**src/rtl/pong_pkg.sv**
```systemverilog
// Shared types and screen geometry for the pong datapath blocks.
package pong_pkg;

   typedef enum logic [2:0] {
      IDLE  = 3'd0,
      SERVE = 3'd1,
      PLAY  = 3'd2,
      POINT = 3'd3,
      OVER  = 3'd4
   } game_state_t;

   localparam int MIN_X = 0;
   localparam int MAX_X = 639;
   localparam int MIN_Y = 0;
   localparam int MAX_Y = 479;

   localparam int DEFAULT_BIT_WIDTH = 10;

endpackage

```
**src/rtl/pong_game_ctrl_if.sv**
```systemverilog
// Control bundle between the game-flow controller and the rest of the pong top level.
interface pong_game_ctrl_if #(
   parameter int BIT_WIDTH   = pong_pkg::DEFAULT_BIT_WIDTH,
   parameter int SCORE_WIDTH = 4
);
   logic                    frame_tick;
   logic                    start;
   logic [BIT_WIDTH:0]      ball_x;
   pong_pkg::game_state_t   state;
   logic                    ball_en;
   logic                    ball_rst;
   logic                    paddle_en;
   logic                    serve_dir;
   logic [SCORE_WIDTH-1:0]  p1_score;
   logic [SCORE_WIDTH-1:0]  p2_score;
   logic [1:0]              winner;

   modport master (
      output frame_tick, start, ball_x,
      input  state, ball_en, ball_rst, paddle_en, serve_dir, p1_score, p2_score, winner
   );

   modport slave (
      input  frame_tick, start, ball_x,
      output state, ball_en, ball_rst, paddle_en, serve_dir, p1_score, p2_score, winner
   );
endinterface

```
**src/rtl/phase_timer.sv**
```systemverilog
// Loadable frame-tick down-counter with a registered zero flag; used to time the
// SERVE and POINT phases.
module phase_timer #(
   parameter int CNT_W = 2
) (
   input  logic             clk,
   input  logic             rst,
   input  logic             tick_i,
   input  logic             load_i,
   input  logic [CNT_W-1:0] load_val_i,
   output logic             zero_o
);
   logic [CNT_W-1:0] cnt_q;
   logic [CNT_W-1:0] cnt_d;
   logic             zero_q;
   logic             zero_d;

   // Next count: a load wins over a tick, and the count parks at zero.
   always_comb begin
      cnt_d  = cnt_q;
      zero_d = zero_q;
      if (load_i) begin
         cnt_d  = load_val_i;
         zero_d = (load_val_i == {CNT_W{1'b0}});
      end else if (tick_i && !zero_q) begin
         cnt_d  = cnt_q - {{(CNT_W-1){1'b0}}, 1'b1};
         zero_d = (cnt_q == {{(CNT_W-1){1'b0}}, 1'b1});
      end else begin
         cnt_d  = cnt_q;
         zero_d = zero_q;
      end
   end

   // Counter and zero flag registers.
   always_ff @(posedge clk or posedge rst) begin
      if (rst) begin
         cnt_q  <= {CNT_W{1'b0}};
         zero_q <= 1'b1;
      end else begin
         cnt_q  <= cnt_d;
         zero_q <= zero_d;
      end
   end

   assign zero_o = zero_q;
endmodule

```
**src/rtl/pong_game_ctrl.sv**
```systemverilog
// Game-flow controller: sequences serve/play/point/game-over, detects goals
// from ball_x on frame ticks and keeps both scores and the winner.
module pong_game_ctrl
   import pong_pkg::*;
#(
   parameter int BIT_WIDTH   = DEFAULT_BIT_WIDTH,
   parameter int SCORE_WIDTH = 4,
   parameter int WIN_SCORE   = 7,
   parameter int SERVE_DELAY = 60,
   parameter int POINT_HOLD  = 30,
   parameter int LEFT_GOAL   = 4,
   parameter int RIGHT_GOAL  = 635
) (
   input logic            clk,
   input logic            rst,
   pong_game_ctrl_if.slave bus
);
   localparam int MAX_DELAY = (SERVE_DELAY > POINT_HOLD) ? SERVE_DELAY : POINT_HOLD;
   localparam int CNT_W     = $clog2(MAX_DELAY + 1);

   localparam logic [CNT_W-1:0]       SERVE_LOAD = CNT_W'(SERVE_DELAY - 1);
   localparam logic [CNT_W-1:0]       POINT_LOAD = CNT_W'(POINT_HOLD - 1);
   localparam logic [SCORE_WIDTH-1:0] WIN_C      = SCORE_WIDTH'(WIN_SCORE);
   localparam logic [SCORE_WIDTH-1:0] ONE_C      = SCORE_WIDTH'(1);
   localparam logic [BIT_WIDTH:0]     LEFT_C     = (BIT_WIDTH+1)'(LEFT_GOAL);
   localparam logic [BIT_WIDTH:0]     RIGHT_C    = (BIT_WIDTH+1)'(RIGHT_GOAL);

   game_state_t             state_q, state_d;
   logic [SCORE_WIDTH-1:0]  p1_q, p1_d, p2_q, p2_d;
   logic [1:0]              winner_q, winner_d;
   logic                    serve_dir_q, serve_dir_d;
   logic                    ball_en_q, ball_en_d;
   logic                    ball_rst_q, ball_rst_d;
   logic                    paddle_en_q, paddle_en_d;

   logic                    load_s;
   logic [CNT_W-1:0]        load_val_s;
   logic                    tick_s;
   logic                    zero_s;
   logic [SCORE_WIDTH-1:0]  p1_inc_s;
   logic [SCORE_WIDTH-1:0]  p2_inc_s;

   assign p1_inc_s = p1_q + ONE_C;
   assign p2_inc_s = p2_q + ONE_C;
   // Only timed phases consume ticks, so the tick that enters a phase never counts.
   assign tick_s   = bus.frame_tick && ((state_q == SERVE) || (state_q == POINT));

   phase_timer #(.CNT_W(CNT_W)) u_timer (
      .clk        (clk),
      .rst        (rst),
      .tick_i     (tick_s),
      .load_i     (load_s),
      .load_val_i (load_val_s),
      .zero_o     (zero_s)
   );

   // Next-state, score and timer-load logic.
   always_comb begin
      state_d     = state_q;
      p1_d        = p1_q;
      p2_d        = p2_q;
      winner_d    = winner_q;
      serve_dir_d = serve_dir_q;
      load_s      = 1'b0;
      load_val_s  = SERVE_LOAD;
      case (state_q)
         IDLE, OVER: begin
            if (bus.start) begin
               state_d  = SERVE;
               p1_d     = {SCORE_WIDTH{1'b0}};
               p2_d     = {SCORE_WIDTH{1'b0}};
               winner_d = 2'd0;
               load_s   = 1'b1;
            end else begin
               state_d = state_q;
            end
         end
         SERVE: begin
            if (bus.frame_tick && zero_s) begin
               state_d = PLAY;
            end else begin
               state_d = SERVE;
            end
         end
         PLAY: begin
            // Left goal is checked first so it wins if both compares hit.
            if (bus.frame_tick && (bus.ball_x <= LEFT_C)) begin
               p2_d        = p2_inc_s;
               serve_dir_d = 1'b0;
               if (p2_inc_s == WIN_C) begin
                  state_d  = OVER;
                  winner_d = 2'd2;
               end else begin
                  state_d    = POINT;
                  load_s     = 1'b1;
                  load_val_s = POINT_LOAD;
               end
            end else if (bus.frame_tick && (bus.ball_x >= RIGHT_C)) begin
               p1_d        = p1_inc_s;
               serve_dir_d = 1'b1;
               if (p1_inc_s == WIN_C) begin
                  state_d  = OVER;
                  winner_d = 2'd1;
               end else begin
                  state_d    = POINT;
                  load_s     = 1'b1;
                  load_val_s = POINT_LOAD;
               end
            end else begin
               state_d = PLAY;
            end
         end
         POINT: begin
            if (bus.frame_tick && zero_s) begin
               state_d = SERVE;
               load_s  = 1'b1;
            end else begin
               state_d = POINT;
            end
         end
         default: begin
            state_d = IDLE;
         end
      endcase
   end

   // Moore decode of the upcoming state so the enables register alongside it.
   always_comb begin
      ball_en_d   = 1'b0;
      ball_rst_d  = 1'b1;
      paddle_en_d = 1'b0;
      case (state_d)
         SERVE: begin
            ball_rst_d  = 1'b1;
            paddle_en_d = 1'b1;
         end
         PLAY: begin
            ball_en_d   = 1'b1;
            ball_rst_d  = 1'b0;
            paddle_en_d = 1'b1;
         end
         POINT: begin
            ball_rst_d  = 1'b0;
         end
         default: begin
            ball_en_d   = 1'b0;
            ball_rst_d  = 1'b1;
            paddle_en_d = 1'b0;
         end
      endcase
   end

   // State, score and output registers.
   always_ff @(posedge clk or posedge rst) begin
      if (rst) begin
         state_q     <= IDLE;
         p1_q        <= {SCORE_WIDTH{1'b0}};
         p2_q        <= {SCORE_WIDTH{1'b0}};
         winner_q    <= 2'd0;
         serve_dir_q <= 1'b0;
         ball_en_q   <= 1'b0;
         ball_rst_q  <= 1'b1;
         paddle_en_q <= 1'b0;
      end else begin
         state_q     <= state_d;
         p1_q        <= p1_d;
         p2_q        <= p2_d;
         winner_q    <= winner_d;
         serve_dir_q <= serve_dir_d;
         ball_en_q   <= ball_en_d;
         ball_rst_q  <= ball_rst_d;
         paddle_en_q <= paddle_en_d;
      end
   end

   assign bus.state     = state_q;
   assign bus.p1_score  = p1_q;
   assign bus.p2_score  = p2_q;
   assign bus.winner    = winner_q;
   assign bus.serve_dir = serve_dir_q;
   assign bus.ball_en   = ball_en_q;
   assign bus.ball_rst  = ball_rst_q;
   assign bus.paddle_en = paddle_en_q;
endmodule

```
**src/flat_wrapper.sv**
```systemverilog
// flat-port wrapper written by rule: the top's interface ports become plain ports
module pong_game_ctrl_flat import pong_pkg::*;
#(
   parameter int BIT_WIDTH   = DEFAULT_BIT_WIDTH,
   parameter int SCORE_WIDTH = 4,
   parameter int WIN_SCORE   = 7,
   parameter int SERVE_DELAY = 60,
   parameter int POINT_HOLD  = 30,
   parameter int LEFT_GOAL   = 4,
   parameter int RIGHT_GOAL  = 635
)
  (clk, rst, bus_frame_tick, bus_start, bus_ball_x, bus_state, bus_ball_en, bus_ball_rst, bus_paddle_en, bus_serve_dir, bus_p1_score, bus_p2_score, bus_winner);
  pong_game_ctrl_if #(.BIT_WIDTH(BIT_WIDTH), .SCORE_WIDTH(SCORE_WIDTH)) bus_i ();
  input logic clk;
  input logic rst;
  input wire logic [$bits(bus_i.frame_tick)-1:0] bus_frame_tick;
  input wire logic [$bits(bus_i.start)-1:0] bus_start;
  input wire logic [$bits(bus_i.ball_x)-1:0] bus_ball_x;
  output wire logic [$bits(bus_i.state)-1:0] bus_state;
  output wire logic [$bits(bus_i.ball_en)-1:0] bus_ball_en;
  output wire logic [$bits(bus_i.ball_rst)-1:0] bus_ball_rst;
  output wire logic [$bits(bus_i.paddle_en)-1:0] bus_paddle_en;
  output wire logic [$bits(bus_i.serve_dir)-1:0] bus_serve_dir;
  output wire logic [$bits(bus_i.p1_score)-1:0] bus_p1_score;
  output wire logic [$bits(bus_i.p2_score)-1:0] bus_p2_score;
  output wire logic [$bits(bus_i.winner)-1:0] bus_winner;
  assign bus_i.frame_tick = bus_frame_tick;
  assign bus_i.start = bus_start;
  assign bus_i.ball_x = bus_ball_x;
  assign bus_state = bus_i.state;
  assign bus_ball_en = bus_i.ball_en;
  assign bus_ball_rst = bus_i.ball_rst;
  assign bus_paddle_en = bus_i.paddle_en;
  assign bus_serve_dir = bus_i.serve_dir;
  assign bus_p1_score = bus_i.p1_score;
  assign bus_p2_score = bus_i.p2_score;
  assign bus_winner = bus_i.winner;
  pong_game_ctrl #(.BIT_WIDTH(BIT_WIDTH), .SCORE_WIDTH(SCORE_WIDTH), .WIN_SCORE(WIN_SCORE), .SERVE_DELAY(SERVE_DELAY), .POINT_HOLD(POINT_HOLD), .LEFT_GOAL(LEFT_GOAL), .RIGHT_GOAL(RIGHT_GOAL)) u_core (.clk(clk), .rst(rst), .bus(bus_i));
endmodule
```
**config.mk**
```make
export PLATFORM = sky130hd
export DESIGN_NAME = pong_game_ctrl_flat
export DESIGN_NICKNAME = d
export VERILOG_FILES = /design/src/rtl/pong_pkg.sv /design/src/rtl/pong_game_ctrl_if.sv /design/src/rtl/phase_timer.sv /design/src/rtl/pong_game_ctrl.sv /design/src/flat_wrapper.sv
export SDC_FILE = /design/constraint.sdc
export NUM_CORES = 1
export LEC_CHECK = 0
export ABC_AREA = 1
export BUFFER_PORTS_ARGS = -buffer_cell sky130_fd_sc_hd__buf_4
export CORE_MARGIN = 5
export CORE_UTILIZATION = 53
export DETAILED_ROUTE_END_ITERATION = 8
export MAX_ROUTING_LAYER = met4
export PLACE_DENSITY = 0.89
export RECOVER_POWER = 25
export SLEW_MARGIN = 20
export SYNTH_ARGS = -nofsm -noshare
export SYNTH_HDL_FRONTEND = slang
export SYNTH_SLANG_ARGS = --single-unit
```
**constraint.sdc**
```tcl
create_clock -name clk -period 2 [get_ports clk]
set_input_delay 0.1 -clock clk [delete_from_list [all_inputs] [get_ports clk]]
set_output_delay 0.1 -clock clk [all_outputs]
set_load 0.02 [all_outputs]
```
=== Word-level counts from Yosys, hierarchy flattened ===
Index checks and enable logic that the tools add are counted.

* Memories: 0
* Memory bits (writable): 0
* Bits in registers: 24
* Logic and storage cells: 92
* Bits in read-only memories: 0
* Latch bits: 0

* $mul: 0
* Muxes and demuxes: 41
* Equal/unequal tests: 17
* Reductions and logical operators: 19
* Div/mod/pow operators: 0
* $add $sub $neg: 3
* Shifts and indexed selects: 0
* Bitwise gates (word level): 0
* $lt $le $gt $ge: 2

{| class="wikitable"
|+ Operator list
! operator !! number
|-
| 6-bit two-way mux || 7
|-
| 4-bit two-way mux || 4
|-
| 4-bit one-hot mux with 2 select lines || 2
|-
| 3-bit two-way mux || 5
|-
| 2-bit two-way mux || 7
|-
| 1-bit two-way mux || 13
|-
| 3-bit by 2-bit equality test with 1-bit output, second input constant || 4
|-
| 3-bit one-hot mux with 4 select lines || 1
|-
| 11-bit by 10-bit greater-or-equal comparator with 1-bit output, second input constant || 1
|-
| 11-bit by 3-bit <= comparator with 1-bit output, second input constant || 1
|-
| 4-bit by 1-bit adder with 4-bit output, second input constant || 2
|-
| 4-bit by 3-bit equality test with 1-bit output, second input constant || 2
|-
| 3-bit by 1-bit equality test with 1-bit output, second input constant || 2
|-
| 6-bit by 1-bit equality test with 1-bit output, second input constant || 1
|-
| 6-bit zero test || 1
|-
| 3-bit by 1-bit != test with 1-bit output, second input constant || 2
|-
| 2-bit nonzero test || 3
|-
| 2-bit OR reduction || 3
|-
| 6-bit by 1-bit subtractor with 6-bit output, second input constant || 1
|-
| 1-bit logical AND || 5
|-
| 5-bit AND reduction || 1
|-
| 2-bit by 1-bit != test with 1-bit output, second input constant || 2
|-
| 2-bit != test, second input constant || 2
|-
| 2-bit one-hot mux with 2 select lines || 1
|-
| 9 further kinds || 9
|}

=== Depth between registers and ports, before layout ===
Gate-level depths: netlist of the first run.

* Depth in word-level cells: 9
* Gate-level depth with buffers: 14
* Depth with buffers taken out: 14

=== Cells and area by module ===
A second synthesis of the first run with hierarchy kept.

* Cell total of the unflattened synthesis: 241
* Area total of the unflattened synthesis: 1639.1 µm²

{| class="wikitable"
|+ Modules (own cells, without submodules)
! module !! sequential area each (µm²) !! cells each !! times used !! area an instance (µm²)
|-
| pong_game_ctrl || 426.7 || 169 || 1 || 1136.1
|-
| phase_timer || 176.4 || 72 || 1 || 503.0
|}

=== Least setup slack after synthesis of the first run ===
OpenSTA, ideal clock, no wires.

* Kind: register to register
* Start: register u_core.p1_q[1], in the netlist u_core.bus.p1_score[1]
* End: register u_core.u_timer.cnt_q[0]
* Clock period less this slack: 1.561 ns
* Library setup time: 0.131 ns
* Path buffers: 0
* Cell stages (with the launch flop): 13
* Setup slack: 0.439 ns
* Arrival: 1.430 ns
* Path through: dfrtp_1 > ha_1 > inv_1 > nand2_1 > nand2_1 > nor2_1 > nand2_1 > nand2_1 > nand2_2 > nand2_1 > nor2_2 > nor2_1 > nand3_1

* Cells in the longest elaborated chain, start to end: 7

{| class="wikitable"
|+ Ends and longest elaborated chain
! item !! line !! source
|-
| start, declared || pong_game_ctrl.sv:29 || <nowiki>logic [SCORE_WIDTH-1:0] p1_q, p1_d, p2_q, p2_d;</nowiki>
|-
| start signal, assigned || pong_game_ctrl.sv:157 || <nowiki>p1_q <= {SCORE_WIDTH{1'b0}};</nowiki>
|-
| start signal, assigned || pong_game_ctrl.sv:166 || <nowiki>p1_q <= p1_d;</nowiki>
|-
| 4-bit by 1-bit adder with 4-bit output * || pong_game_ctrl.sv:43 || <nowiki>assign p1_inc_s = p1_q + ONE_C;</nowiki>
|-
| 4-bit by 3-bit equality test with 1-bit output * || pong_game_ctrl.sv:101 || <nowiki>if (p1_inc_s == WIN_C) begin</nowiki>
|-
| 1-bit two-way mux * || pong_game_ctrl.sv:101 ||
|-
| 1-bit two-way mux * || pong_game_ctrl.sv:98 || <nowiki>end else if (bus.frame_tick && (bus.ball_x >= RIGHT_C)) begin</nowiki>
|-
| 1-bit two-way mux * || pong_game_ctrl.sv:87 || <nowiki>if (bus.frame_tick && (bus.ball_x <= LEFT_C)) begin</nowiki>
|-
| 1-bit one-hot mux with 3 select lines * || pong_game_ctrl.sv:66 || <nowiki>case (state_q)</nowiki>
|-
| 6-bit two-way mux or 2-bit nonzero test (tied branches) || -- ||
|-
| end signal, assigned || phase_timer.sv:37 || <nowiki>cnt_q <= {CNT_W{1'b0}};</nowiki>
|-
| end signal, assigned || phase_timer.sv:40 || <nowiki>cnt_q <= cnt_d;</nowiki>
|-
| end, declared || phase_timer.sv:13 || <nowiki>logic [CNT_W-1:0] cnt_q;</nowiki>
|}

Mark *: on every way between the ends. The rest lies on a longest branch, timed or not.
A chain may end at the register's enable or synchronous reset.

=== Worst setup path after layout of the first run ===
* Start: register u_core.state_q[2], in the netlist u_core.bus.state[2]
* End: register u_core.paddle_en_q, in the netlist u_core.bus.paddle_en

* Cells in the longest elaborated chain, start to end: 6

{| class="wikitable"
|+ Ends and longest elaborated chain
! item !! line !! source
|-
| start, declared || pong_game_ctrl.sv:28 || <nowiki>game_state_t state_q, state_d;</nowiki>
|-
| start signal, assigned || pong_game_ctrl.sv:165 || <nowiki>state_q <= state_d;</nowiki>
|-
| 3-bit equality test or 3-bit zero test (tied branches) || pong_game_ctrl.sv:66 ||
|-
| 2-bit OR reduction || pong_game_ctrl.sv:66 ||
|-
| 3-bit one-hot mux with 4 select lines * || pong_game_ctrl.sv:66 ||
|-
| via u_core.state_d[0] || pong_game_ctrl.sv:28 ||
|-
| 3-bit by 1-bit equality test with 1-bit output or 3-bit by 2-bit equality test with 1-bit output (tied branches) || pong_game_ctrl.sv:132 || <nowiki>case (state_d)</nowiki>
|-
| 2-bit OR reduction (no line) * || -- ||
|-
| 1-bit two-way mux * || pong_game_ctrl.sv:132 ||
|-
| via u_core.paddle_en_d || pong_game_ctrl.sv:34 || <nowiki>logic paddle_en_q, paddle_en_d;</nowiki>
|-
| end signal, assigned || pong_game_ctrl.sv:172 || <nowiki>paddle_en_q <= paddle_en_d;</nowiki>
|-
| end, declared || pong_game_ctrl.sv:34 ||
|}

Mark *: on every way through the listed nets, which the timed path passes. The rest lies on a longest branch.

==> flow_summary.ini, run 1 <==
[clocking]
clk_latency_ps = 320
holdBufCountCts = 1
clkTransAtPathRegs_ps = 130
cts_buffer_depth = 2
post_cts_buffers = 0
clock-root-buffer = clkbuf_4
ctsResizeCount = 0
tritoncts = built
cts.sinks = 24
cts_buffers = 3
cts-htree-levels = 1

[worst_setup_path]
cp.arrival_ps = 1890
critical_path_required_ps = 2210
rrSetupSlack_ps = 320
worst-setup-path-type = reg -> reg
endpoint_kind = register
crit_chain = nor3_4 > nand3_2 > nand2_2 > nand2_2 > nand2_2 > inv_2 > nand2_2 > nand2_1
crit_path_max_incr_delay_ps = 480
crit_top_cell = nand2_2
start_kind = register
cp_slowest_cell = dfrtp_1
crit_fanout = 8

[power]
p_int_uw = 1007
switching_power_uw = 734.3
p_seq_share_pct = 42.1
p_total_uw = 1741
pwr-share-clk_pct = 12.5
peakVddDrop_mv = 0.7259
switching_share_pct = 42.18
combPwrFrac_pct = 45.4
power.density_nw_per_um2 = 998.2
total_leakage_power_uw = 0.0009541

[die]
dieArea_um2 = 3846
start_util_pct = 56.85
die_h_um = 62.02
die_w_um = 62.02
fp-row-count = 18
core_um2 = 2522
pin_count = 32

[timing]
holdWs_ps = 67.83
period_share_pct = 84.12
slew_headroom_pct = 19.03
grt_setup_unrepaired = no
fmax_mhz = 594.4
drv_slew = 0
fin_setup_tns_ps = 0
post-route-min-period_ps = 1682
tightest_slew_ps = 1214
hold_violations = 0
fin_skew_ps = 12.27
finalSetupViolations = 0

[place]
dpl-instance-area_um2 = 1712
port_buffers = 31
place.gp.congestion = 0.9403
hpwlAfterDp_mm = 2.348

[detailed_routing]
wirelength_mm = 2.984
drtIter0Drc = 34
vias_per_cell = 5.088
drt_pre_antenna_iters = 4
wl_per_cell_um = 11.39
drtAntennaViolNets = 0
drc_errors = 0
vias = 1333

[yosys]
synth_largest_area_cell = dfrtp_1
synth.top_cell.area_share_pct = 38.39
synth_area_per_cell_um2 = 7.353
yosysSeqAreaShare_pct = 42.06
netlist_top_cells_area = dfrtp_1, nand2_1, inv_1
yosys_register_bits = 24
synth_fp_nets = 216
synthCells = 195
netlist_area_um2 = 1434
yosysWarnings = 0
yosys.cell_types.count = 20

[finish]
fin_area_um2 = 1744
nets = 254
drive_gt1_share_pct = 24.14
syn2layout_area_growth_pct = 21.64
antennaDiodeCount = 0

[flow_run]
cap_violations = 0

[global_routing]
overflow = 0
grt_pass1_vias = 1235
grt_max_degree = 25
antenna_found_initial = 0
grt_use_total_pct = 18.73
grt_pass1_wl_mm = 5.188

[hold_path]
hold_class = in -> reg

[run_status]
status = finished, final reports clean
-- flip-flops by register name, indices dropped and copies added (netlist names) --
signal,count
u_core.bus.ball_en,1
u_core.bus.paddle_en,1
u_core.u_timer.zero_o,1
u_core.bus.serve_dir,1
u_core.bus.ball_rst,1
u_core.bus.p2_score,4
u_core.bus.state,3
u_core.bus.p1_score,4
u_core.bus.winner,2
u_core.u_timer.cnt_q,6
-- cells by family (layout without fill, tap and decap cells) --
group,Yosys count,after routing,synth area share (%)
AOI/OAI and AO/OA,17,17,6.282
xor gates and xnor gates,3,3,1.833
adders and majority gates,6,6,5.235
buffers and inverters,37,74,9.773
DFF,24,24,42.06
and+or+nand+nor,108,108,34.82
-- area by class of cell --
cell class / instances / area, µm²
repair buffers: 33 / 246.5
inverters: 37 / 140.1
multi-input cells: 134 / 690.7
clock buffers: 4 / 26.28
flip-flops and latches: 24 / 603.1
well taps: 30 / 37.54
fillers: 213 / 778.2
-- Yosys cell counts --
master,number
a21oi_1,4
clkinv_2,1
dfrtp_1,22
dfstp_2,2
ha_1,6
inv_1,34
inv_2,2
nand2_1,49
nand2_2,12
nand3_1,15
nand3_2,1
nand4_1,5
nor2_1,17
nor2_2,3
nor3_1,5
nor3_4,1
o21ai_0,7
o21ai_1,2
o22ai_1,4
xor2_1,3
-- worst paths after layout --
check / from / end / depth (start not counted)
worst max-delay path: u_core.bus.state[2] / u_core.bus.paddle_en / 8
worst min-delay path: bus_start / u_core.bus.state[2] / 4
worst max register to register: u_core.bus.state[2] / u_core.bus.paddle_en / 8
worst min register to register: u_core.bus.winner[1] / u_core.bus.winner[1] / 2
max in group asynchronous: rst / u_core.u_timer.cnt_q[2] / 4
min in group asynchronous: rst / u_core.bus.p2_score[2] / 4
-- placed cells by master, fill, tap and decap left out, types with 5 or more instances in the layout --
cell type | synthesis | final
inv_1 | 34 | 34
ha_1 | 6 | 6
nor3_1 | 5 | 5
nor2_1 | 17 | 17
nand2_2 | 12 | 12
nand2_1 | 49 | 49
buf_4 | 0 | 30
o21ai_0 | 7 | 7
nand4_1 | 5 | 5
dfrtp_1 | 22 | 22
nand3_1 | 15 | 15
-- metrics by stage --
stage,setup WS [ps],util (%),instances
CTS,335.5,69.30,262
floorplan,438.6,-,195
finish,317.6,69.15,262
global route,160.4,69.15,262
detailed placement,370.5,67.86,257
global placement,404.2,67.86,257
-- worst max-delay path: cells and delay by family (launching register included) --
| family | cells | cell delay (ps) |
|---|---|---|
| buffers and inverters | 1 | 40 |
| DFF | 1 | 480 |
| and+or+nand+nor | 7 | 1050 |
-- layer usage --
metal,share of wire [%],routed length (µm),global-route usage (%),vias to the layer above
met2,45,1349,28.55,49
li1,-,-,-,687
met5,0,0,-,-
met1,45,1354,24.55,592
met4,1.8,53,8.182,0
met3,7.6,228,2.893,5
-- power groups by stage --
stage               logic [µW]  clock network (µW)  registers (µW)
floorplan                  455                   0             817
global placement           769                   0             737
detailed placement         789                   0             744
CTS                        795                 224             736
global route               896                 244             753
finish                     791                 217             733
Power figures use the tool's default switching activity.
==> run 2: changes to the inputs <==
clock period = 1.6 ns   (was 2 ns; I/O delays follow)
==> flow_summary.ini, run 2 (same netlist as run 1, synthesis figures left out) <==
[clocking]
cts_buffers = 3
clock-root-buffer = clkbuf_4
cts-htree-levels = 1
clkTransAtPathRegs_ps = 130
cts.sinks = 24
tritoncts = built
clk_latency_ps = 320
cts_buffer_depth = 2

[finish]
layout_common_cells = nand2_1, buf_4, inv_1
nets = 265
antennaDiodeCount = 0
largest_reg_flops = 6
final_common_cell = nand2_1
syn2layout_area_growth_pct = 29.67
final_cells = 273
fill_cells = 197
drive_gt1_share_pct = 31.28
largest-register = u_core.u_timer.cnt_q

[power]
power.density_nw_per_um2 = 1193
p_total_uw = 2219
total_leakage_power_uw = 0.001005
peakVddDrop_mv = 0.9201

[worst_setup_path]
endpoint_kind = register
crit_fanout = 4
start_kind = register
critical_path_required_ps = 1820
worst-setup-path-type = reg -> reg
cp.arrival_ps = 1800

[flow_run]
cap_violations = 0

[timing]
finalSetupViolations = 0
period_share_pct = 98.61
fin_setup_tns_ps = 0
fin_skew_ps = 8.175
grt_setup_unrepaired = yes
tightest_slew_ps = 499.4
fmax_mhz = 633.8
hold_violations = 0
slew_headroom_pct = 66.67
post-route-min-period_ps = 1578
drv_slew = 0

[place]
place.gp.congestion = 0.8434
port_buffers = 31
dp_cells = 264
hpwlAfterDp_mm = 2.396

[die]
die_w_um = 62.02
dieArea_um2 = 3846
fp-row-count = 18
pin_count = 32
core_um2 = 2522
die_h_um = 62.02
start_util_pct = 56.85

[global_routing]
antenna_found_initial = 0
grt_pass1_vias = 1229
grt_pass1_wl_mm = 5.106
overflow = 0
grt_max_degree = 15
grt_use_total_pct = 18.49

[detailed_routing]
drtAntennaViolNets = 0
wl_per_cell_um = 11.55
drt_pre_antenna_iters = 4
drc_errors = 0
wirelength_mm = 3.152
drtIter0Drc = 70
vias_per_cell = 5.128
vias = 1400

[hold_path]
hold_class = in -> reg

[run_status]
status = finished, final reports clean
[run 2: cell count changes in the layout (fill, tap and decap cells not counted), sizes merged]
cell  previous run  this run
buf             30        41
[run 2: stage by stage]
step	hold WS (ps)	setup WS, ps	area [µm²]	utilization (%)
final	62.77	22.21	1859	73.71
after CTS	62.82	4.408	1803	71.48
after floorplan	93.14	38.63	1434	-
after global routing	104.1	-105.3	1859	73.71
after detailed placement	142.4	15.14	1764	69.94
after global placement	137.1	104.7	1764	69.94
[run 2: power breakdown]
group          total (µW)  internal [µW]  switching [µW]  leakage [µW]
registers             925            789             137      0.000302
clock network         276           97.6             178     0.0000150
logic                1020            393             624      0.000688
[run 2: what timing repair did]
item,CTS,global route
gates resized for setup,1,10
setup endpoints to repair,1,13
hold buffers,1,0
buffers inserted,0,4
endpoints found under the hold margin,11,0
pin swaps,0,11
[run 2: layout make-up]
class	instances	area (µm²)	share of cell area, %
repair buffers	44	329.1	17.70
flip-flops and latches	24	603.1	32.44
inverters	37	140.1	7.537
clock buffers	4	26.28	1.413
well taps	30	37.54	2.019
multi-input cells	134	723.2	38.90
[run 2: worst paths after layout]
| kind | slack (ps) | to | from | cells after the start |
|---|---|---|---|---|
| setup / recovery | 20 | u_core.bus.paddle_en | u_core.bus.p2_score[0] | 13 |
| hold / removal | 60 | u_core.bus.state[2] | bus_start | 4 |
| setup reg to reg | 20 | u_core.bus.paddle_en | u_core.bus.p2_score[0] | 13 |
| hold reg to reg | 520 | u_core.bus.winner[1] | u_core.bus.winner[1] | 2 |
| max in group asynchronous | 730 | u_core.bus.winner[0] | rst | 4 |
| min in group asynchronous | 340 | u_core.u_timer.cnt_q[2] | rst | 3 |
[run 2: critical path, stage by stage, from the launching register on]
cell	delay, ps
dfrtp_1	450
ha_4	190
nand2_2	70
nand2_2	70
nor2_2	100
nand2_1	70
nand2_2	80
nand2_2	80
inv_2	50
nand2_2	50
nand2_2	80
nand2_2	70
nand2_2	80
nand2_1	50
[run 2: metal layers]
layer	up-vias	wire, µm	track usage, %
li1	705	-	-
met1	629	1337	23.87
met2	62	1507	28.85
met3	4	282	4.339
met4	0	25	5.455
met5	-	0	-
